File: config.mk
export PLATFORM = sky130hd
export DESIGN_NAME = pipe_trace_monitor_flat
export DESIGN_NICKNAME = d
export VERILOG_FILES = /design/src/rtl/pipe_trace_if.sv /design/src/rtl/pipe_trace_monitor.sv /design/src/flat_wrapper.sv
export SDC_FILE = /design/constraint.sdc
export NUM_CORES = 1
export LEC_CHECK = 0
export CAP_MARGIN = 20
export CORE_MARGIN = 1
export CORE_UTILIZATION = 47
export CTS_CLUSTER_SIZE = 10
export DETAILED_ROUTE_END_ITERATION = 7
export PLACE_DENSITY_LB_ADDON = 0.2
export SLEW_MARGIN = 20
export SYNTH_ARGS = -nofsm -noshare
export SYNTH_HDL_FRONTEND = slang
export SYNTH_SLANG_ARGS = --single-unit
export TNS_END_PERCENT = 10
File: constraint.sdc
create_clock -name clk -period 9.9 [get_ports clk]
set_clock_uncertainty 0.2 [all_clocks]
set_input_delay 0.99 -clock clk [delete_from_list [all_inputs] [get_ports clk]]
set_output_delay 0.99 -clock clk [all_outputs]
set_load 0.01 [all_outputs]
File: src/rtl/pipe_trace_if.sv
// pipe_trace_if: debug taps from the core, monitor control, trace stream and counters.
interface pipe_trace_if #(
    parameter int CNT_W = 32,
    parameter int TS_W  = 16
);
    logic [31:0]        debug_aluresult;
    logic               debug_regwrite_w;
    logic [4:0]         debug_rd_w;
    logic               debug_stall_f;
    logic               debug_stall_d;
    logic               debug_flush_d;
    logic               debug_flush_e;
    logic [1:0]         debug_forward_ae;
    logic [1:0]         debug_forward_be;
    logic               debug_pcsrc_e;
    logic               ctrl_start;
    logic               ctrl_stop;
    logic               ctrl_clear;
    logic               trace_valid;
    logic               trace_ready;
    logic [TS_W+36:0]   trace_data;
    logic [CNT_W-1:0]   cycle_count;
    logic [CNT_W-1:0]   retire_count;
    logic [CNT_W-1:0]   stall_count;
    logic [CNT_W-1:0]   flush_count;
    logic [CNT_W-1:0]   fwd_count;
    logic [CNT_W-1:0]   branch_count;
    logic [CNT_W-1:0]   drop_count;
    logic               overflow;
    logic [1:0]         state;

    modport master (
        output debug_aluresult, debug_regwrite_w, debug_rd_w, debug_stall_f, debug_stall_d,
               debug_flush_d, debug_flush_e, debug_forward_ae, debug_forward_be, debug_pcsrc_e,
               ctrl_start, ctrl_stop, ctrl_clear, trace_ready,
        input  trace_valid, trace_data, cycle_count, retire_count, stall_count, flush_count,
               fwd_count, branch_count, drop_count, overflow, state
    );

    modport slave (
        input  debug_aluresult, debug_regwrite_w, debug_rd_w, debug_stall_f, debug_stall_d,
               debug_flush_d, debug_flush_e, debug_forward_ae, debug_forward_be, debug_pcsrc_e,
               ctrl_start, ctrl_stop, ctrl_clear, trace_ready,
        output trace_valid, trace_data, cycle_count, retire_count, stall_count, flush_count,
               fwd_count, branch_count, drop_count, overflow, state
    );
endinterface

File: src/rtl/pipe_trace_monitor.sv
// pipe_trace_monitor: timestamped retire trace FIFO plus saturating hazard counters for a pipelined core.
module pipe_trace_monitor #(
    parameter int DEPTH        = 16,
    parameter int CNT_W        = 32,
    parameter int TS_W         = 16,
    parameter int STOP_ON_FULL = 0
) (
    input logic clk,
    input logic reset,
    pipe_trace_if.slave bus
);
    typedef enum logic [1:0] {IDLE = 2'b00, RUN = 2'b01, HOLD = 2'b10} state_t;
    localparam int AW = $clog2(DEPTH);

    state_t st;
    logic [TS_W+36:0] mem [DEPTH];
    logic [AW:0] wr_ptr, rd_ptr, occ;
    logic full, empty, pop, run, evt, push, drop;
    logic stall, flush, fwd;

    function automatic logic [CNT_W-1:0] sat_inc(input logic [CNT_W-1:0] c, input logic en);
        return (en && c != '1) ? c + CNT_W'(1) : c;
    endfunction

    always_comb begin
        occ   = wr_ptr - rd_ptr;
        full  = occ == (AW+1)'(DEPTH);
        empty = wr_ptr == rd_ptr;
        pop   = !empty && bus.trace_ready;
        run   = st == RUN;
        evt   = run && bus.debug_regwrite_w && bus.debug_rd_w != 5'd0;
        push  = evt && (!full || pop);
        drop  = evt && !push;
        stall = bus.debug_stall_f | bus.debug_stall_d;
        flush = bus.debug_flush_d | bus.debug_flush_e;
        fwd   = (bus.debug_forward_ae != 2'b00) || (bus.debug_forward_be != 2'b00);
    end

    assign bus.trace_valid = !empty;
    assign bus.trace_data  = empty ? '0 : mem[rd_ptr[AW-1:0]];
    assign bus.state       = st;

    // clear shares the reset path so a same-cycle event is discarded with everything else
    always_ff @(posedge clk) begin
        if (reset || bus.ctrl_clear) begin
            st               <= IDLE;
            wr_ptr           <= '0;
            rd_ptr           <= '0;
            bus.cycle_count  <= '0;
            bus.retire_count <= '0;
            bus.stall_count  <= '0;
            bus.flush_count  <= '0;
            bus.fwd_count    <= '0;
            bus.branch_count <= '0;
            bus.drop_count   <= '0;
            bus.overflow     <= 1'b0;
        end else begin
            if (pop)
                rd_ptr <= rd_ptr + 1'b1;
            if (push) begin
                mem[wr_ptr[AW-1:0]] <= {bus.cycle_count[TS_W-1:0], bus.debug_rd_w, bus.debug_aluresult};
                wr_ptr <= wr_ptr + 1'b1;
            end
            if (run) begin
                bus.cycle_count  <= sat_inc(bus.cycle_count, 1'b1);
                bus.retire_count <= sat_inc(bus.retire_count, evt);
                bus.stall_count  <= sat_inc(bus.stall_count, stall);
                bus.flush_count  <= sat_inc(bus.flush_count, flush);
                bus.fwd_count    <= sat_inc(bus.fwd_count, fwd);
                bus.branch_count <= sat_inc(bus.branch_count, bus.debug_pcsrc_e);
                bus.drop_count   <= sat_inc(bus.drop_count, drop);
            end
            if (drop)
                bus.overflow <= 1'b1;
            st <= (st == RUN)  ? ((bus.ctrl_stop || (STOP_ON_FULL != 0 && drop)) ? HOLD : RUN) :
                  (st == IDLE) ? ((bus.ctrl_start && !bus.ctrl_stop) ? RUN : IDLE) :
                  (st == HOLD) ? ((bus.ctrl_start && !bus.ctrl_stop) ? RUN : HOLD) : IDLE;
        end
    end
endmodule

File: src/flat_wrapper.sv
// flat-port wrapper written by rule: the top's interface ports become plain ports
module pipe_trace_monitor_flat 
#(
    parameter int DEPTH        = 16,
    parameter int CNT_W        = 32,
    parameter int TS_W         = 16,
    parameter int STOP_ON_FULL = 0
)
  (clk, reset, bus_debug_aluresult, bus_debug_regwrite_w, bus_debug_rd_w, bus_debug_stall_f, bus_debug_stall_d, bus_debug_flush_d, bus_debug_flush_e, bus_debug_forward_ae, bus_debug_forward_be, bus_debug_pcsrc_e, bus_ctrl_start, bus_ctrl_stop, bus_ctrl_clear, bus_trace_ready, bus_trace_valid, bus_trace_data, bus_cycle_count, bus_retire_count, bus_stall_count, bus_flush_count, bus_fwd_count, bus_branch_count, bus_drop_count, bus_overflow, bus_state);
  pipe_trace_if #(.CNT_W(CNT_W), .TS_W(TS_W)) bus_i ();
  input logic clk;
  input logic reset;
  input wire logic [$bits(bus_i.debug_aluresult)-1:0] bus_debug_aluresult;
  input wire logic [$bits(bus_i.debug_regwrite_w)-1:0] bus_debug_regwrite_w;
  input wire logic [$bits(bus_i.debug_rd_w)-1:0] bus_debug_rd_w;
  input wire logic [$bits(bus_i.debug_stall_f)-1:0] bus_debug_stall_f;
  input wire logic [$bits(bus_i.debug_stall_d)-1:0] bus_debug_stall_d;
  input wire logic [$bits(bus_i.debug_flush_d)-1:0] bus_debug_flush_d;
  input wire logic [$bits(bus_i.debug_flush_e)-1:0] bus_debug_flush_e;
  input wire logic [$bits(bus_i.debug_forward_ae)-1:0] bus_debug_forward_ae;
  input wire logic [$bits(bus_i.debug_forward_be)-1:0] bus_debug_forward_be;
  input wire logic [$bits(bus_i.debug_pcsrc_e)-1:0] bus_debug_pcsrc_e;
  input wire logic [$bits(bus_i.ctrl_start)-1:0] bus_ctrl_start;
  input wire logic [$bits(bus_i.ctrl_stop)-1:0] bus_ctrl_stop;
  input wire logic [$bits(bus_i.ctrl_clear)-1:0] bus_ctrl_clear;
  input wire logic [$bits(bus_i.trace_ready)-1:0] bus_trace_ready;
  output wire logic [$bits(bus_i.trace_valid)-1:0] bus_trace_valid;
  output wire logic [$bits(bus_i.trace_data)-1:0] bus_trace_data;
  output wire logic [$bits(bus_i.cycle_count)-1:0] bus_cycle_count;
  output wire logic [$bits(bus_i.retire_count)-1:0] bus_retire_count;
  output wire logic [$bits(bus_i.stall_count)-1:0] bus_stall_count;
  output wire logic [$bits(bus_i.flush_count)-1:0] bus_flush_count;
  output wire logic [$bits(bus_i.fwd_count)-1:0] bus_fwd_count;
  output wire logic [$bits(bus_i.branch_count)-1:0] bus_branch_count;
  output wire logic [$bits(bus_i.drop_count)-1:0] bus_drop_count;
  output wire logic [$bits(bus_i.overflow)-1:0] bus_overflow;
  output wire logic [$bits(bus_i.state)-1:0] bus_state;
  assign bus_i.debug_aluresult = bus_debug_aluresult;
  assign bus_i.debug_regwrite_w = bus_debug_regwrite_w;
  assign bus_i.debug_rd_w = bus_debug_rd_w;
  assign bus_i.debug_stall_f = bus_debug_stall_f;
  assign bus_i.debug_stall_d = bus_debug_stall_d;
  assign bus_i.debug_flush_d = bus_debug_flush_d;
  assign bus_i.debug_flush_e = bus_debug_flush_e;
  assign bus_i.debug_forward_ae = bus_debug_forward_ae;
  assign bus_i.debug_forward_be = bus_debug_forward_be;
  assign bus_i.debug_pcsrc_e = bus_debug_pcsrc_e;
  assign bus_i.ctrl_start = bus_ctrl_start;
  assign bus_i.ctrl_stop = bus_ctrl_stop;
  assign bus_i.ctrl_clear = bus_ctrl_clear;
  assign bus_i.trace_ready = bus_trace_ready;
  assign bus_trace_valid = bus_i.trace_valid;
  assign bus_trace_data = bus_i.trace_data;
  assign bus_cycle_count = bus_i.cycle_count;
  assign bus_retire_count = bus_i.retire_count;
  assign bus_stall_count = bus_i.stall_count;
  assign bus_flush_count = bus_i.flush_count;
  assign bus_fwd_count = bus_i.fwd_count;
  assign bus_branch_count = bus_i.branch_count;
  assign bus_drop_count = bus_i.drop_count;
  assign bus_overflow = bus_i.overflow;
  assign bus_state = bus_i.state;
  pipe_trace_monitor #(.DEPTH(DEPTH), .CNT_W(CNT_W), .TS_W(TS_W), .STOP_ON_FULL(STOP_ON_FULL)) u_core (.clk(clk), .reset(reset), .bus(bus_i));
endmodule
== Word-level counts from Yosys, hierarchy flattened ==
Memories as Yosys holds them, arrays and structs flattened. A register that Yosys moved wholly into a read port is not among the register bits.
Cells that the tools add are included.
Widths: inputs -> output; s select.

* Register bits: 237
* Memory bits (writable): 848
* Logic and storage cells: 77
* Memories kept: 1

{| class="wikitable"
|+ Memories
! name !! words !! width !! rd ports !! clocked after Yosys merged registers in !! write ports !! RTL line !! text
|-
| u_core.mem || 16 || 53 || 1 || 1 || 1 || pipe_trace_monitor.sv:16 || <nowiki>logic [TS_W+36:0] mem [DEPTH];</nowiki>
|}

* Add/subtract/negate cells: 10
* Equal/unequal tests: 11
* Muxes and demuxes: 12
* Bitwise logic cells: 2
* Reductions and logical operators: 30

{| class="wikitable"
|+ Operators with widths
! operator !! count
|-
| $add 32x1->32 const B || 7
|-
| $ne 32x32->1 const B || 7
|-
| $mux 53 || 1
|-
| $reduce_and 2->1 || 7
|-
| $logic_and 1x1->1 || 12
|-
| $add 5x1->5 const B || 2
|-
| $mux 2 || 5
|-
| $mux 4 || 2
|-
| $eq 5x5->1 || 1
|-
| $eq 5x5->1 const B || 1
|-
| $reduce_bool 5->1 || 1
|-
| $sub 5x5->5 || 1
|-
| $logic_not 1->1 || 4
|-
| $mux 1 || 4
|-
| $reduce_bool 2->1 || 2
|-
| $logic_or 1x1->1 || 3
|-
| $eq 2x1->1 const B || 1
|-
| $eq 2x2->1 const B || 1
|-
| $logic_not 2->1 || 1
|-
| $or 1x1->1 || 2
|}

== Depth between registers and ports, before layout ==
Gate-level depths: netlist of run 1.

* Depth in word-level cells: 9
* Gate-level depth with buffers: 10

== Least setup slack after synthesis of run 1 ==
No wires, ideal clock.

* Path kind: input to register
* Start: input port bus_ctrl_clear
* End: memory u_core.mem[11][0] in the netlist's numbering (enable)
* Library setup time: 416 ps
* Arrival: 3,386 ps
* Required time: 9,284 ps
* Path slack: 5,898 ps
* Cell stages on the path: 5
* Buffers on the path: 2
* Cell sequence: or2_2 -> clkbuf_1 -> nor3_1 -> clkbuf_1 -> and3_1

* Cells in the longest elaborated chain, start to end: 3

{| class="wikitable"
|+ RTL lines
! what !! RTL line !! text
|-
| start: declaration || flat_wrapper.sv:25 || <nowiki>input wire logic [$bits(bus_i.ctrl_clear)-1:0] bus_ctrl_clear;</nowiki>
|-
| $logic_or 1x1->1 || pipe_trace_monitor.sv:45 || <nowiki>if (reset || bus.ctrl_clear) begin</nowiki>
|-
| $mux 1 || pipe_trace_monitor.sv:45 ||
|-
| $mux 1 (not written as such) || pipe_trace_monitor.sv:61 || <nowiki>mem[wr_ptr[AW-1:0]] <= {bus.cycle_count[TS_W-1:0], bus.debug_rd_w, bus.debug_aluresult};</nowiki>
|-
| end: declaration || pipe_trace_monitor.sv:16 ||
|}

No other way between the ends.

==> results of run 1 <==
[per-stage QoR]
step / cell area [sq um] / setup slack [ns] / total power (W) / std cells
2_1_floorplan: 43680 / 5.898 / 0.005031 / 2635
3_3_place_gp: 48410 / 4.406 / 0.005093 / 4124
3_5_place_dp: 48410 / 4.139 / 0.005098 / 4124
4_1_cts: 51800 / 3.975 / 0.009040 / 4294
5_1_grt: 51810 / 3.856 / 0.009211 / 4294
6_report: 51810 / 4.077 / 0.008953 / 4294
[cells in the mapped netlist (30+ instances only)]
master / count
sky130_fd_sc_hd__or3_1: 53
sky130_fd_sc_hd__inv_1: 30
sky130_fd_sc_hd__xnor2_1: 50
sky130_fd_sc_hd__a21oi_1: 66
sky130_fd_sc_hd__nand2_1: 96
sky130_fd_sc_hd__nand3_1: 92
sky130_fd_sc_hd__xor2_1: 106
sky130_fd_sc_hd__and2_1: 69
sky130_fd_sc_hd__edfxtp_1: 848
sky130_fd_sc_hd__and3_1: 61
sky130_fd_sc_hd__clkbuf_1: 98
sky130_fd_sc_hd__o21ai_0: 51
sky130_fd_sc_hd__nand4_1: 81
sky130_fd_sc_hd__nor2_1: 195
sky130_fd_sc_hd__mux4_2: 265
sky130_fd_sc_hd__dfxtp_1: 241
[routing by layer]
layer | vias to the layer above | part of all wire, % | GRT usage [%]
met3 | 133 | 7.3 | 5.644
met5 | - | 0.023 | 0
met1 | 12750 | 41 | 28.44
met4 | 4 | 1.9 | 5.058
met2 | 772 | 50 | 36.81
li1 | 11110 | - | -
[state kept, by name, indices dropped and copies added, names as in the netlist, named ones only]
register	cells
u_core.rd_ptr	5
u_core.wr_ptr	5
u_core.bus.retire_count	32
u_core.mem	848
u_core.bus.cycle_count	32
u_core.bus.branch_count	32
u_core.bus.stall_count	32
u_core.bus.flush_count	32
u_core.bus.drop_count	32
u_core.bus.overflow	1
u_core.bus.fwd_count	32
u_core.bus.state	2
[worst min path at each step]
stage,from,end,slack (ns),cells after the start
3_3_place_gp,u_core.bus.overflow,u_core.bus.overflow,0.26,2
5_1_grt,u_core.bus.overflow,u_core.bus.overflow,0.31,2
4_1_cts,u_core.bus.overflow,u_core.bus.overflow,0.28,2
2_1_floorplan,u_core.wr_ptr[4],u_core.wr_ptr[4],0.26,2
3_5_place_dp,u_core.bus.overflow,u_core.bus.overflow,0.26,2
6_report,u_core.bus.overflow,u_core.bus.overflow,0.28,2
[worst max-delay path, delay by kind of cell (launching register included)]
| family | cells | cell delay, ns |
|---|---|---|
| DFF | 1 | 0.86 |
| muxes | 2 | 0.94 |
| and+or+nand+nor | 1 | 0.18 |
| buffers and inverters | 3 | 1.88 |
[final cells by class]
cell class	count	area, sq um
multi-input combinational	1391	12820
tap	1243	1555
inverter	30	112.6
clock inverter	8	148.9
timing repair buffer	371	3631
fill	7033	39990
sequential	1089	30300
clock buffer	162	3243
[power groups by stage]
stage               clock network (W)  registers (W)  logic (W)
floorplan                           0        0.00500  0.0000291
global placement                    0        0.00500  0.0000924
detailed placement                  0        0.00500  0.0000972
CTS                           0.00404        0.00491  0.0000973
global route                  0.00420        0.00490   0.000105
finish                        0.00395        0.00491  0.0000955
[cells by family (layout without fill, tap and decap cells)]
| kind of cell | after synthesis | after routing | share of synthesized area (%) |
|---|---|---|---|
| mux | 269 | 269 | 13.76 |
| buf+inv | 155 | 571 | 1.407 |
| fa+ha+maj | 16 | 16 | 0.4584 |
| xor+xnor | 156 | 156 | 3.128 |
| flops | 1089 | 1089 | 69.35 |
| compound gates | 175 | 175 | 2.409 |
| simple gates | 775 | 775 | 9.491 |
==> impl_metrics.py, run 1 <==
metrics = {
    "clock_network": {
        "clockBufferDepth": 3,
        "clkLatencyLatePin_ns": 0.69,
        "root_buffer": "sky130_fd_sc_hd__clkbuf_16",
        "tritoncts": "built",
        "cts.reportedPaths.clkPinSlew_ns": 0.06,
        "cts.htree.levels": 3,
        "numClockSinks": 1089,
        "holdBufCountCts": 0,
        "number_of_buffers_created_by_cts": 121,
        "post_cts.repair.setup_buffers": 0,
        "postCtsResizedCells": 0,
    },
    "logic_synthesis": {
        "ys_seq_elements": 1089,
        "mappedNetlistArea_sq_um": 43680,
        "synth-seq-area-share_pct": 69.35,
        "number_of_flops_mapped_to_enable_cells_by_yosys": 848,
        "synth-warning-count": 0,
        "postSynth.topFlopCell": "sky130_fd_sc_hd__edfxtp_1",
        "yosysUniqueCellTypes": 57,
        "syn_nets": 2704,
        "synthCells": 2635,
        "synthDominantAreaCellType": "sky130_fd_sc_hd__edfxtp_1",
        "postSynth.asyncResetShare_pct": 0,
        "post-synth-top-area-fraction_pct": 58.30,
        "synth_area_leaders": "sky130_fd_sc_hd__edfxtp_1 (58%), sky130_fd_sc_hd__mux4_2 (14%), sky130_fd_sc_hd__dfxtp_1 (11%)",
        "synthesis.area_per_instance_sq_um": 16.58,
    },
    "floorplan": {
        "floorplan.initialDensity_pct": 47.58,
        "chipHeight_um": 306.8,
        "dieWidth_um": 306.8,
        "core.rowCount": 111,
        "dieArea_sq_um": 94150,
        "i_o_pin_count": 334,
        "design.core.area_sq_um": 91800,
    },
    "critical_path": {
        "crit_chain": "buf_4 > buf_4 > mux4_2 > mux4_2 > and2_1 > clkdlybuf4s50_1",
        "r2r_start": "u_core.rd_ptr[1]",
        "critical_path_peak_fanout": 58,
        "required_time_at_the_worst_slack_endpoint_ns": 8.71,
        "cpMaxStageDelayCell": "sky130_fd_sc_hd__dfxtp_4",
        "timing_worst_setup_path_type": "flop to output port",
        "reg2regPathDepth": 9,
        "r2r-end": "u_core.mem[10][14]",
        "largest_stage_delay_worst_path_ns": 0.86,
        "critical_path.startpoint_type": "flop",
        "timing.critical_path.arrival_ns": 4.63,
        "timing.critical_path.to_type": "output port",
        "worst-r2r-setup-slack_ns": 5.34,
        "crit_end": "bus_trace_data[18]",
    },
    "timing": {
        "period_share_pct": 58.82,
        "fmax_mhz": 171.7,
        "period_minus_slack_ns": 5.823,
        "setup_tns_ns": 0,
        "worst_slew_pin_slew_ns": 1.123,
        "slew_viol_final": 0,
        "slew-limit-headroom_pct": 24.53,
        "hold_viol": 0,
        "count_of_final_setup_violators": 0,
        "grt_setup_unrepaired": "no",
        "final.hold.worst_slack_ns": 0.2815,
    },
    "route": {
        "antenna_left": 0,
        "drt_pre_antenna_iters": 7,
        "detail_route.drc_violations": 0,
        "drt-vias-per-instance": 5.768,
        "dr_total_vias": 24770,
        "iteration_0_drc_markers": 1902,
        "routed_wire_length_per_instance_um": 23.95,
        "wl_um": 102900,
    },
    "cells_and_area": {
        "final_layout_size_suffix_gt1_share_pct": 15.44,
        "layout_commonest_cell": "sky130_fd_sc_hd__edfxtp_1",
        "final_core_utilization_pct": 56.44,
        "syn_to_final_growth_pct": 18.63,
        "layout.cells.most_common_list": "sky130_fd_sc_hd__edfxtp_1 (848), sky130_fd_sc_hd__clkdlybuf4s50_1 (333), sky130_fd_sc_hd__mux4_2 (265)",
        "final_nets": 3073,
        "diodes": 0,
    },
    "status": {
        "status": "finished clean",
    },
    "grt": {
        "grt_start_max_net_pins": 110,
        "gr-usage-all-layers_pct": 21.86,
        "grt_pass1_wl_um": 156400,
        "grt.overflow.total": 0,
        "number_of_antenna_violations_at_the_first_check_in_global_routing": 4,
        "vias_in_the_first_global_route": 25800,
    },
    "power": {
        "internal_power_of_the_cells_w": 0.007189,
        "combPwrFrac_pct": 1.1,
        "power_frac_clock_pct": 44.1,
        "worst_voltage_drop_across_the_vdd_grid_uv": 129.8,
        "power.share.sequential_pct": 54.8,
        "leakagePower_nw": 15.51,
        "power_switching_share_pct": 19.71,
        "cellPowerDensity_nw_per_um2": 172.8,
        "netSwitchingPower_w": 0.001764,
    },
    "place": {
        "io_buffers": 333,
        "globalplace.congestion": 0.8315,
        "dp_hpwl_um": 58730,
    },
    "job": {
        "timing.max_cap.violations": 0,
    },
    "hold_path": {
        "hp-class": "flop to flop",
    },
}
Power figures use the tool's default switching activity.
==> run 2: changes to the inputs <==
- clock period: 9.9 -> 6.1 ns (I/O delays scaled with it)
==> impl_metrics.py, run 2 (same netlist as run 1, synthesis figures left out) <==
metrics = {
    "clock_network": {
        "number_of_buffers_created_by_cts": 120,
        "post_cts.repair.setup_buffers": 0,
        "clockBufferDepth": 3,
        "postCtsResizedCells": 0,
        "root_buffer": "sky130_fd_sc_hd__clkbuf_16",
        "holdBufCountCts": 0,
        "numClockSinks": 1089,
        "clkLatencyLatePin_ns": 0.70,
        "cts.htree.levels": 3,
        "tritoncts": "built",
        "cts.reportedPaths.clkPinSlew_ns": 0.06,
    },
    "floorplan": {
        "dieArea_sq_um": 94150,
        "chipHeight_um": 306.8,
        "floorplan.initialDensity_pct": 47.58,
        "dieWidth_um": 306.8,
        "core.rowCount": 111,
        "i_o_pin_count": 334,
        "design.core.area_sq_um": 91800,
    },
    "cells_and_area": {
        "final_cell_area_sq_um": 52060,
        "largest_reg_flops": 848,
        "syn_to_final_growth_pct": 19.20,
        "layout_commonest_cell": "sky130_fd_sc_hd__edfxtp_1",
        "final_layout_size_suffix_gt1_share_pct": 15.65,
        "final_nets": 3086,
        "layout.cells.most_common_list": "sky130_fd_sc_hd__edfxtp_1 (848), sky130_fd_sc_hd__clkdlybuf4s50_1 (333), sky130_fd_sc_hd__mux4_2 (265)",
        "final_cell_count_without_fillers": 4305,
    },
    "critical_path": {
        "timing.critical_path.arrival_ns": 3.79,
        "cpMaxStageDelayCell": "sky130_fd_sc_hd__dfxtp_4",
        "critical_path_peak_fanout": 55,
        "critical_path.startpoint_type": "flop",
        "kind_of_cell_adding_the_most_delay_to_the_critical_path": "multiplexers",
        "timing_worst_setup_path_type": "flop to output port",
        "required_time_at_the_worst_slack_endpoint_ns": 5.29,
        "largest_stage_delay_worst_path_ns": 0.80,
        "timing.critical_path.to_type": "output port",
        "worst-r2r-setup-slack_ns": 2.09,
        "critical-path-top-cell-by-count": "sky130_fd_sc_hd__mux4_2",
        "cp.buffers_inverters": 2,
        "crit_chain": "buf_12 > mux4_2 > mux4_2 > and2_1 > clkdlybuf4s50_1",
    },
    "timing": {
        "hold_viol": 0,
        "worst_slew_pin_slew_ns": 1.080,
        "post-route-worst-setup-slack_ns": 1.497,
        "slew_viol_final": 0,
        "period_minus_slack_ns": 4.603,
        "period_share_pct": 75.45,
        "slew-limit-headroom_pct": 27.77,
        "count_of_final_setup_violators": 0,
        "grt_setup_unrepaired": "no",
        "setup_tns_ns": 0,
        "fmax_mhz": 217.3,
    },
    "route": {
        "drt-vias-per-instance": 5.835,
        "routed_wire_length_per_instance_um": 24.40,
        "antenna_left": 0,
        "detail_route.drc_violations": 0,
        "drt_pre_antenna_iters": 5,
        "iteration_0_drc_markers": 1923,
        "wl_um": 105000,
        "dr_total_vias": 25120,
    },
    "power": {
        "internal_power_of_the_cells_w": 0.01156,
        "worst_voltage_drop_across_the_vdd_grid_uv": 241.5,
        "cellPowerDensity_nw_per_um2": 276.3,
        "power_switching_share_pct": 19.64,
        "power_frac_clock_pct": 43.5,
        "combPwrFrac_pct": 1.1,
        "leakagePower_nw": 15.58,
        "power.share.sequential_pct": 55.4,
        "netSwitchingPower_w": 0.002824,
    },
    "place": {
        "dp_hpwl_um": 64170,
        "post-place-cells": 4138,
        "dp_worst_setup_slack_ns": 1.064,
        "io_buffers": 333,
        "globalplace.congestion": 0.8520,
        "placed_cell_area_sq_um": 48810,
    },
    "grt": {
        "grt_pass1_wl_um": 159000,
        "number_of_antenna_violations_at_the_first_check_in_global_routing": 1,
        "grt_start_max_net_pins": 208,
        "gr-usage-all-layers_pct": 22.39,
        "grt.overflow.total": 0,
        "vias_in_the_first_global_route": 25710,
    },
    "status": {
        "status": "finished clean",
    },
    "job": {
        "timing.max_cap.violations": 0,
    },
    "hold_path": {
        "hp-class": "flop to flop",
    },
}
## run 2: final cells by class
class | instances | area, sq um
repair buffers | 385 | 4024
multi-input cells | 1391 | 12820
clock inverters | 6 | 81.33
flip-flops and latches | 1089 | 30300
clock buffers | 160 | 3163
fillers | 7049 | 39740
diodes | 1 | 2.502
well taps | 1243 | 1555
inverters | 30 | 112.6
## run 2: metrics by stage
stage / hold WS [ns] / util [%] / total power (W)
after CTS: 0.2584 / 56.70 / 0.01451
final: 0.2799 / 56.71 / 0.01438
after floorplan: 0.2643 / - / 0.008164
after global routing: 0.2965 / 56.71 / 0.01480
after detailed placement: 0.2652 / 53.17 / 0.008279
after global placement: 0.2659 / 53.16 / 0.008271
## run 2: worst min-delay path, cell delays in order, from the launching register on
cell,delay (ns)
sky130_fd_sc_hd__dfxtp_1,0.32
sky130_fd_sc_hd__inv_1,0.06
sky130_fd_sc_hd__a21oi_1,0.05
## run 2: per-layer routing
layer | part of all wire [%] | track usage [%] | vias to the layer above
met5 | 0 | 0 | -
met3 | 8.2 | 5.982 | 143
met1 | 42 | 30.18 | 12920
li1 | - | - | 11150
met2 | 48 | 36.23 | 915
met4 | 2.0 | 5.558 | 0
## run 2: final timing paths
| check | to | from | cells past startpoint |
|---|---|---|---|
| min | u_core.bus.overflow | u_core.bus.overflow | 2 |
| max reg2reg | u_core.mem[15][46] | u_core.rd_ptr[1] | 9 |
| min reg2reg | u_core.bus.overflow | u_core.bus.overflow | 2 |
| max | bus_trace_data[25] | flop | 5 |
## run 2: power by group through the flow
stage               Combinational (W)  Sequential [W]  Clock, W
global route                 0.000177         0.00796   0.00666
global placement             0.000156         0.00812         0
floorplan                   0.0000472         0.00812         0
finish                       0.000162         0.00796   0.00626
CTS                          0.000165         0.00796   0.00639
detailed placement           0.000164         0.00812         0
